<file path="config.mk">
export PLATFORM = sky130hd
export DESIGN_NAME = jtcps1_gfx_bank_lut
export DESIGN_NICKNAME = d
export VERILOG_FILES = /design/src/rtl/jtcps1_gfx_pkg.sv /design/src/rtl/jtcps1_gfx_range_cmp.sv /design/src/rtl/jtcps1_gfx_bank_lut.sv
export SDC_FILE = /design/constraint.sdc
export NUM_CORES = 1
export LEC_CHECK = 0
export BUFFER_PORTS_ARGS = -buffer_cell sky130_fd_sc_hd__buf_4
export CORE_UTILIZATION = 55
export DETAILED_ROUTE_END_ITERATION = 10
export GPL_TIMING_DRIVEN = 0
export PLACE_DENSITY_LB_ADDON = 0.15
export REMOVE_ABC_BUFFERS = 1
export SLEW_MARGIN = 30
export SYNTH_ARGS = -nofsm -noshare
export SYNTH_HDL_FRONTEND = slang
export SYNTH_SLANG_ARGS = --single-unit
</file>
<file path="constraint.sdc">
create_clock -name clk -period 13.2 [get_ports clk]
set_clock_uncertainty 0.1 [all_clocks]
set_input_delay 2.64 -clock clk [delete_from_list [all_inputs] [get_ports clk]]
set_output_delay 2.64 -clock clk [all_outputs]
set_load 0.05 [all_outputs]
</file>
<file path="src/rtl/jtcps1_gfx_pkg.sv">
// Shared definitions for the CPS1 GFX bank mapper: gfx type one-hot codes,
// range-entry field offsets and entry/byte sizing helpers.
package jtcps1_gfx_pkg;

  localparam int unsigned GFX_TYPEW = 5;

  // gfx type one-hot codes (bit index OBJ=0 .. STAR=4)
  localparam logic [GFX_TYPEW-1:0] GFX_OBJ  = 5'b00001;
  localparam logic [GFX_TYPEW-1:0] GFX_SCR1 = 5'b00010;
  localparam logic [GFX_TYPEW-1:0] GFX_SCR2 = 5'b00100;
  localparam logic [GFX_TYPEW-1:0] GFX_SCR3 = 5'b01000;
  localparam logic [GFX_TYPEW-1:0] GFX_STAR = 5'b10000;

  // Entry layout, LSB first: start, end, tmask, bank, en
  localparam int unsigned OFF_START = 0;

  function automatic int unsigned off_stop(input int unsigned codew);
    return codew;
  endfunction

  function automatic int unsigned off_tmask(input int unsigned codew);
    return 2 * codew;
  endfunction

  function automatic int unsigned off_bank(input int unsigned codew, input int unsigned typew);
    return 2 * codew + typew;
  endfunction

  function automatic int unsigned off_en(input int unsigned codew, input int unsigned typew,
                                         input int unsigned bankw);
    return 2 * codew + typew + bankw;
  endfunction

  function automatic int unsigned entry_w(input int unsigned codew, input int unsigned typew,
                                          input int unsigned bankw);
    return off_en(codew, typew, bankw) + 1;
  endfunction

  function automatic int unsigned entry_bytes(input int unsigned entryw);
    return (entryw + 7) / 8;
  endfunction

  // A single bank still needs a 1-bit index port
  function automatic int unsigned bank_w(input int unsigned nbank);
    return (nbank > 1) ? $clog2(nbank) : 1;
  endfunction

endpackage

</file>
<file path="src/rtl/jtcps1_gfx_range_cmp.sv">
// Single range-entry matcher.
// Ports: code/gfx_type (request), start/stop/tmask/en (entry fields), match (combinational hit).
module jtcps1_gfx_range_cmp #(
  parameter int unsigned CODEW = 10,
  parameter int unsigned TYPEW = 5
) (
  input  logic [CODEW-1:0] code,
  input  logic [TYPEW-1:0] gfx_type,
  input  logic [CODEW-1:0] start,
  input  logic [CODEW-1:0] stop,
  input  logic [TYPEW-1:0] tmask,
  input  logic             en,
  output logic             match
);

  // start > stop can never satisfy both bounds, so it needs no special case
  assign match = en && (start <= code) && (code <= stop) && (|(tmask & gfx_type));

endmodule

</file>
<file path="src/rtl/jtcps1_gfx_bank_lut.sv">
// Pipelined, runtime-configurable GFX code-to-bank mapper.
// Ports: clk/rst; cfg_we/cfg_addr/cfg_din byte-wise table writes; bank_base per-bank base codes;
// in_valid/in_ready/gfx_type/code_in request; out_valid/out_ready/code_out/bank/miss result.
module jtcps1_gfx_bank_lut
  import jtcps1_gfx_pkg::*;
#(
  parameter  int unsigned NENTRY = 8,
  parameter  int unsigned CODEW  = 10,
  parameter  int unsigned TYPEW  = 5,
  parameter  int unsigned NBANK  = 4,
  localparam int unsigned BANKW  = bank_w(NBANK),
  localparam int unsigned ENTRYW = entry_w(CODEW, TYPEW, BANKW),
  localparam int unsigned EB     = entry_bytes(ENTRYW),
  localparam int unsigned AW     = (NENTRY * EB > 1) ? $clog2(NENTRY * EB) : 1
) (
  input  logic                   clk,
  input  logic                   rst,
  input  logic                   cfg_we,
  input  logic [AW-1:0]          cfg_addr,
  input  logic [7:0]             cfg_din,
  input  logic [NBANK*CODEW-1:0] bank_base,
  input  logic                   in_valid,
  output logic                   in_ready,
  input  logic [TYPEW-1:0]       gfx_type,
  input  logic [CODEW-1:0]       code_in,
  output logic                   out_valid,
  input  logic                   out_ready,
  output logic [CODEW-1:0]       code_out,
  output logic [BANKW-1:0]       bank,
  output logic                   miss
);

  localparam int unsigned NBYTE  = NENTRY * EB;
  localparam int unsigned O_STOP = off_stop(CODEW);
  localparam int unsigned O_TM   = off_tmask(CODEW);
  localparam int unsigned O_BANK = off_bank(CODEW, TYPEW);
  localparam int unsigned O_EN   = off_en(CODEW, TYPEW, BANKW);

  logic [ENTRYW-1:0] tbl [NENTRY];
  logic [NENTRY-1:0] hit;
  logic              any_hit;
  logic [CODEW-1:0]  win_start;
  logic [BANKW-1:0]  win_bank;
  logic              adv;

  int unsigned wr_addr, wr_entry, wr_lane;
  logic        wr_ok;

  logic             s1_valid;
  logic [CODEW-1:0] s1_code;
  logic [CODEW-1:0] s1_start;
  logic [BANKW-1:0] s1_bank;
  logic             s1_miss;
  logic [CODEW-1:0] rebased;

  // Byte-address decode; out-of-range writes are dropped
  always_comb begin
    wr_addr  = 32'(cfg_addr);
    wr_ok    = cfg_we && (wr_addr < NBYTE);
    wr_entry = wr_addr / EB;
    wr_lane  = wr_addr % EB;
  end

  // Range table; only the ENTRYW meaningful bits are stored, padding bits of the last byte are ignored
  always_ff @(posedge clk or posedge rst) begin
    if (rst) begin
      for (int unsigned e = 0; e < NENTRY; e++) tbl[e] <= '0;
    end else if (wr_ok) begin
      for (int unsigned e = 0; e < NENTRY; e++)
        for (int unsigned b = 0; b < ENTRYW; b++)
          if (e == wr_entry && (b / 8) == wr_lane) tbl[e][b] <= cfg_din[3'(b % 8)];
    end
  end

  // One comparator per entry
  for (genvar g = 0; g < NENTRY; g++) begin : g_cmp
    jtcps1_gfx_range_cmp #(
      .CODEW (CODEW),
      .TYPEW (TYPEW)
    ) u_cmp (
      .code     (code_in),
      .gfx_type (gfx_type),
      .start    (tbl[g][OFF_START +: CODEW]),
      .stop     (tbl[g][O_STOP +: CODEW]),
      .tmask    (tbl[g][O_TM +: TYPEW]),
      .en       (tbl[g][O_EN]),
      .match    (hit[g])
    );
  end

  // Priority encoder: scanning downward leaves the lowest matching index last
  always_comb begin
    win_start = '0;
    win_bank  = '0;
    any_hit   = |hit;
    for (int i = NENTRY - 1; i >= 0; i--) begin
      if (hit[i]) begin
        win_start = tbl[i][OFF_START +: CODEW];
        win_bank  = tbl[i][O_BANK +: BANKW];
      end
    end
  end

  assign adv      = !out_valid || out_ready;
  assign in_ready = adv;

  // Rebase wraps modulo 2^CODEW by construction of the operand widths
  always_comb begin
    rebased = bank_base[32'(s1_bank) * CODEW +: CODEW] + (s1_code - s1_start);
  end

  // Two-stage pipeline, both stages advance together on adv
  always_ff @(posedge clk or posedge rst) begin
    if (rst) begin
      s1_valid  <= 1'b0;
      s1_code   <= '0;
      s1_start  <= '0;
      s1_bank   <= '0;
      s1_miss   <= 1'b0;
      out_valid <= 1'b0;
      code_out  <= '0;
      bank      <= '0;
      miss      <= 1'b0;
    end else if (adv) begin
      s1_valid <= in_valid;
      if (in_valid) begin
        s1_code  <= code_in;
        s1_start <= win_start;
        s1_bank  <= win_bank;
        s1_miss  <= !any_hit;
      end
      out_valid <= s1_valid;
      if (s1_valid) begin
        code_out <= s1_miss ? s1_code : rebased;
        bank     <= s1_miss ? '0 : s1_bank;
        miss     <= s1_miss;
      end
    end
  end

endmodule

</file>
* Word-level counts from Yosys, hierarchy flattened
Cells that the tools add are included.
** Storage, ports and cells
- Register bits :: 262
- Bits of input ports :: 73
- Output and inout bits :: 15
- Logic and storage cells :: 201
** Operators by class
- Add/subtract/negate cells :: 2
- Multiply operators :: 1
- $lt $le $gt $ge :: 16
- Eq/ne operators :: 10
- Shifts and indexed selects :: 1
- Muxes and demuxes :: 18
- Bitwise logic cells :: 8
- Reductions and logical operators :: 104
** Operators by type and width (count)
- $le 10x10->1 :: 16
- $mux 10 :: 9
- $reduce_and 2->1 :: 34
- $logic_not 32->1 :: 2
- $logic_and 1x1->1 :: 56
- $and 5x5->5 :: 8
- $reduce_or 5->1 :: 8
- $shiftx 40x7->10 :: 1
- $mux 2 :: 9
- $eq 3x3->1 const A :: 4
- $add 10x10->10 :: 1
- $sub 10x10->10 :: 1
- $reduce_or 8->1 :: 1
- $eq 2x3->1 const A :: 2
- $mul 2x3->5 const B :: 1
- $eq 2x2->1 const A :: 2
- $eq 1x3->1 const A :: 1
- $eq 1x2->1 const A :: 1
- $logic_not 1->1 :: 2
- $logic_or 1x1->1 :: 1

* Depth between registers and ports, before layout
- Depth in word-level cells :: 12
- Depth in mapped cells :: 16
- Gate-level depth less buffers :: 15

* By module
From an unflattened synthesis, not the netlist that was laid out.
** Unflattened totals
- Cell total of the unflattened synthesis :: 1527
- Area, all modules :: 16111.7 um^2
** By module, submodules not included
- jtcps1_gfx_bank_lut :: instances 1, cells each 933, area an instance 11847.6 um^2, seq. area each 6556.3 um^2
- jtcps1_gfx_range_cmp at g_cmp[0].u_cmp ... :: instances 7, cells each 74, area an instance 530.5 um^2, seq. area each 0.0 um^2
- jtcps1_gfx_range_cmp at g_cmp[5].u_cmp :: instances 1, cells each 76, area an instance 550.5 um^2, seq. area each 0.0 um^2

* Worst setup path before layout
No wires, ideal clock.
- Path kind :: input-to-output
- Start :: input port out_ready
- End :: output port in_ready
- Data arrival time :: 3.260 ns
- Data required time :: 10.460 ns
- Path slack :: 7.200 ns
- Stages on the path :: 2
- Path buffers :: 1
- Path through :: nand2b_1 > clkbuf_1
** Between the ends
- Longest elaborated chain between the ends :: 1
** RTL lines
- start, declared :: RTL line jtcps1_gfx_bank_lut.sv:27 : input logic out_ready,
- $logic_or 1x1->1 :: RTL line jtcps1_gfx_bank_lut.sv:104 : assign adv = !out_valid || out_ready;
- end, declared :: RTL line jtcps1_gfx_bank_lut.sv:23 : output logic in_ready,
Every way passes these cells.

* Worst setup path in the final report
- Start :: input port code_in[0]
- End :: register s1_start[2]
** Between the ends
- Longest elaborated chain between the ends :: 12
- Elaborated cells on any way between the ends :: 48
- Classes of those cells :: order compare (16); mux (8); reduce/logical (24)
** RTL lines
- start, declared :: RTL line jtcps1_gfx_bank_lut.sv:25 : input logic [CODEW-1:0] code_in,
- $le 10x10->1 :: RTL line jtcps1_gfx_range_cmp.sv:17 : assign match = en && (start <= code) && (code <= stop) && (|(tmask & gfx_type));
- $logic_and 1x1->1 (3 in a row) :: RTL line jtcps1_gfx_range_cmp.sv:17
- $mux 10 (7 in a row) :: RTL line jtcps1_gfx_bank_lut.sv:97 : if (hit[i]) begin
- $mux 10 (*) :: RTL line jtcps1_gfx_bank_lut.sv:97
- end signal, assigned :: RTL line jtcps1_gfx_bank_lut.sv:128 : s1_start <= win_start;
- end, declared :: RTL line jtcps1_gfx_bank_lut.sv:51 : logic [CODEW-1:0] s1_start;
Every way passes the cells marked *; elsewhere a longest branch is shown, timed or not.
A chain may end at the register's enable or synchronous reset.

==> flow_summary.json <==
{
  "critical_path.max_stage_delay_ns": 0.67,
  "grt_start_max_net_pins": 86,
  "met3_length_mm": 2.685,
  "synth_flop_cell": "sky130_fd_sc_hd__dfrtp_1",
  "leakagePower_nw": 8.605,
  "hold_path_class": "reg -> reg",
  "yosys.area.top_type": "sky130_fd_sc_hd__dfrtp_1",
  "synth_sequential_area_ratio_pct": 40.54,
  "cap_viol_max_count": 0,
  "die_h_um": 173.5,
  "crit_arrival_ns": 6.35,
  "met2_length_mm": 20.44,
  "holdBufCountCts": 0,
  "die_x_um": 173.5,
  "worstSkewPairLatency_ns": 0.56,
  "multi_input_area_sq_um": 8765,
  "grt_setup_unrepaired": "no",
  "vias": 12330,
  "area.growth.synth_to_final_pct": 12.24,
  "cts-root-buf": "sky130_fd_sc_hd__clkbuf_16",
  "design.portCount": 88,
  "cts_tree": "yes",
  "tightestPinTransition_ns": 0.9296,
  "synth_largest_type_area_fraction_pct": 40.54,
  "antenna_found_initial": 0,
  "globalplace.congestion": 0.8684,
  "ys.warnings.count": 0,
  "clkSinkCount": 262,
  "slowest_stage": "sky130_fd_sc_hd__inv_1",
  "power-per-cell-area_nw_per_um2": 177.6,
  "post_synth_instance_area_sq_um": 16170,
  "number_of_global_route_vias_before_repair": 12320,
  "first_pass_grt_wire_length_mm": 68.66,
  "postSynthRegisterBits": 262,
  "initial_core_util_pct": 56.20,
  "finalCoreUtilization_pct": 63.08,
  "final_net_count": 1881,
  "synth_async_sr_flop_share_pct": 100.0,
  "synth_area_per_cell_sq_um": 10.28,
  "grt_remaining_overflow": 0,
  "maxClockFrequency_mhz": 165.5,
  "cts_setup_buffers": 0,
  "finalSetupTns_ns": 0,
  "top_layer": "met4",
  "drtPass1Iterations": 5,
  "drt_iter0_drc": 829,
  "fp.coreArea_sq_um": 28780,
  "worst_ep_required_time_ns": 13.51,
  "worst-path-max-fanout": 13,
  "status": "finished clean",
  "final-setup-viol-count": 0,
  "timing.critical_path.from_type": "primary input",
  "placement.io_buffers": 87,
  "netlist_top_cells_area": "sky130_fd_sc_hd__dfrtp_1 41%, sky130_fd_sc_hd__ha_1 13%, sky130_fd_sc_hd__mux2_2 12%",
  "area.sequential_sq_um": 6556,
  "startpoint_of_the_most_critical_register_to_register_path": "s1_bank[0]$_DFFE_PP0P_",
  "critical_path.startpoint": "code_in[0]",
  "cts.clk_slew.worst_paths_ns": 0.06,
  "synth-edff-count": 0,
  "met1_length_mm": 18.99,
  "syn_inst_count": 1573,
  "route.detailed.wl_per_inst_um": 21.30,
  "drt-vias-per-instance": 6.055,
  "wirelength_mm": 43.36,
  "critPathKind": "in -> reg",
  "synth_cell_types": 72,
  "finalHoldViolCount": 0,
  "min_period_over_period_pct": 45.77,
  "std_cell_rows": 62,
  "finalWorstPathRequiredPeriod_ns": 6.041,
  "die_ar_sq_um": 30100,
  "num-fill-cells": 2363,
  "crit_path_cell_trace": "buf_4 -> inv_1 -> ha_1 -> nor2b_1 -> o2111a_1 -> a2111o_1 -> a21oi_2 -> nand2_1 -> o31a_1 -> o41ai_1 -> a211oi_2",
  "finalMaxSlewViolations": 0,
  "ir_worst_vdd_v": 0.0001187,
  "post_cts.resized_instances": 0,
  "tritoncts.num_buffers": 30,
  "drt_drc_violations_left": 0,
  "clock_path_buffers": 3,
  "detailedPlacementHpwl_mm": 29.84,
  "final_antenna_net_count": 0,
  "fin_total_pwr_mw": 3.223,
  "final_layout_size_suffix_gt1_share_pct": 21.79,
  "setup.worst_path.end_class": "register",
  "worstHoldStart": "bank[0]$_DFFE_PP0P_",
  "worst_slew_margin_rel_pct": 37.80,
  "antenna_cells_inserted": 0,
  "ctsHtreeMaxLevel": 1,
  "gr-usage-all-layers_pct": 29.29
}
[logic make-up after synthesis]
group | after synthesis | share of synthesized area [%]
flip-flops | 262 | 40.54
buffers and inverters | 225 | 5.376
XOR/XNOR | 9 | 0.4874
adder cells (fa/ha/maj) | 179 | 14.26
multiplexers | 187 | 13.69
AND/OR/NAND/NOR | 366 | 10.76
AO/OA/AOI/OAI | 345 | 14.88
[path summary, 6_finish.rpt]
check | to | slack [ns] | cells after the start
worst max-delay path | s1_start[2]$_DFFE_PP0P_ | 7.16 | 11
worst min-delay path | bank[0]$_DFFE_PP0P_ | 0.38 | 2
worst max register to register | code_out[9]$_DFFE_PP0P_ | 8.72 | 13
worst min register to register | bank[0]$_DFFE_PP0P_ | 0.38 | 2
max in group asynchronous | tbl[33]$_DFFE_PP0P_ | 9.59 | 5
min in group asynchronous | tbl[181]$_DFFE_PP0P_ | 1.94 | 2
[power breakdown]
group	total, mW	internal, mW	switching, mW
clock network	0.840	0.501	0.339
logic	1.25	0.561	0.692
registers	1.13	0.986	0.144
[final cells by class]
type                    instances  share of cell area (%)
clock buffers                  46                   4.907
clock inverters                 9                  0.5858
inverters                     157                   3.288
multi-input cells            1086                   48.28
flip-flops and latches        262                   36.12
well taps                     384                   2.647
repair buffers                 92                   4.177
[sequential cells by signal, indices dropped and copies added, names as in the netlist]
register and count:
miss 1, s1_miss 1, code_out 10, tbl 224, out_valid 1, s1_valid 1
bank 2, s1_start 10, s1_bank 2, s1_code 10
[cells in the mapped netlist (all sizes together), types with 11 or more instances]
cell / n
nand2: 149
o41ai: 13
ha: 170
nand4: 26
mux2: 174
a31oi: 17
o21ai: 112
clkbuf: 54
a211oi: 24
buf: 14
a21o: 13
nand3: 38
nor2: 80
o31a: 11
dfrtp: 262
nand2b: 12
a21oi: 58
inv: 157
and3b: 11
[stage by stage]
| stage | setup WS, ns | cells | instance area, sq um | hold slack [ns] |
|---|---|---|---|---|
| 2_1_floorplan | 3.248 | 1505 | 15890 | 0.3365 |
| 6_report | 7.159 | 2036 | 18150 | 0.3777 |
| 5_1_grt | 7.112 | 2036 | 18150 | 0.3893 |
| 3_5_place_dp | 6.713 | 1980 | 17140 | 0.3596 |
| 4_1_cts | 7.227 | 2035 | 18140 | 0.3760 |
| 3_3_place_gp | 0.2124 | 1976 | 17030 | 0.3548 |
[metal layers]
metal / GRT usage (%) / vias up
met5: 0 / -
met4: 8.702 / 0
met3: 3.553 / 75
met2: 48.96 / 381
met1: 39.97 / 6100
li1: - / 5772
[placed cells by master, fill, tap and decap left out, types with 8 or more instances in the layout]
cell | Yosys | layout
sky130_fd_sc_hd__a211oi_1 | 15 | 15
sky130_fd_sc_hd__a31oi_1 | 17 | 17
sky130_fd_sc_hd__fa_1 | 9 | 9
sky130_fd_sc_hd__o41ai_1 | 12 | 12
sky130_fd_sc_hd__o211ai_1 | 9 | 9
sky130_fd_sc_hd__buf_4 | 1 | 87
sky130_fd_sc_hd__o311a_1 | 10 | 10
sky130_fd_sc_hd__a222oi_1 | 8 | 8
sky130_fd_sc_hd__clkbuf_16 | 0 | 30
sky130_fd_sc_hd__inv_1 | 157 | 156
sky130_fd_sc_hd__o21ai_1 | 16 | 17
sky130_fd_sc_hd__nand2b_1 | 12 | 12
sky130_fd_sc_hd__a211oi_2 | 9 | 9
sky130_fd_sc_hd__clkbuf_1 | 54 | 8
sky130_fd_sc_hd__nand4_1 | 26 | 26
sky130_fd_sc_hd__dfrtp_1 | 262 | 262
sky130_fd_sc_hd__a21oi_1 | 54 | 54
sky130_fd_sc_hd__clkbuf_8 | 0 | 8
sky130_fd_sc_hd__o21ai_0 | 95 | 94
sky130_fd_sc_hd__a21o_1 | 13 | 13
sky130_fd_sc_hd__mux4_2 | 10 | 10
sky130_fd_sc_hd__mux2_2 | 174 | 174
sky130_fd_sc_hd__o211a_1 | 9 | 9
sky130_fd_sc_hd__ha_1 | 170 | 170
sky130_fd_sc_hd__a22oi_1 | 9 | 9
sky130_fd_sc_hd__and4_1 | 8 | 8
sky130_fd_sc_hd__nor3_1 | 8 | 8
sky130_fd_sc_hd__nand2_1 | 149 | 148
sky130_fd_sc_hd__nor2_1 | 80 | 79
sky130_fd_sc_hd__nand3_1 | 38 | 38
sky130_fd_sc_hd__o31a_1 | 11 | 11
sky130_fd_sc_hd__and3b_1 | 11 | 11
sky130_fd_sc_hd__nor2b_1 | 8 | 8
[critical path: cells and delay by family]
| family | cells | cell delay (ns) |
|---|---|---|
| adder cells (fa/ha/maj) | 1 | 0.29 |
| AND/OR/NAND/NOR | 2 | 0.63 |
| AO/OA/AOI/OAI | 6 | 1.90 |
| buffers and inverters | 2 | 0.84 |
Power figures use the tool's default switching activity.
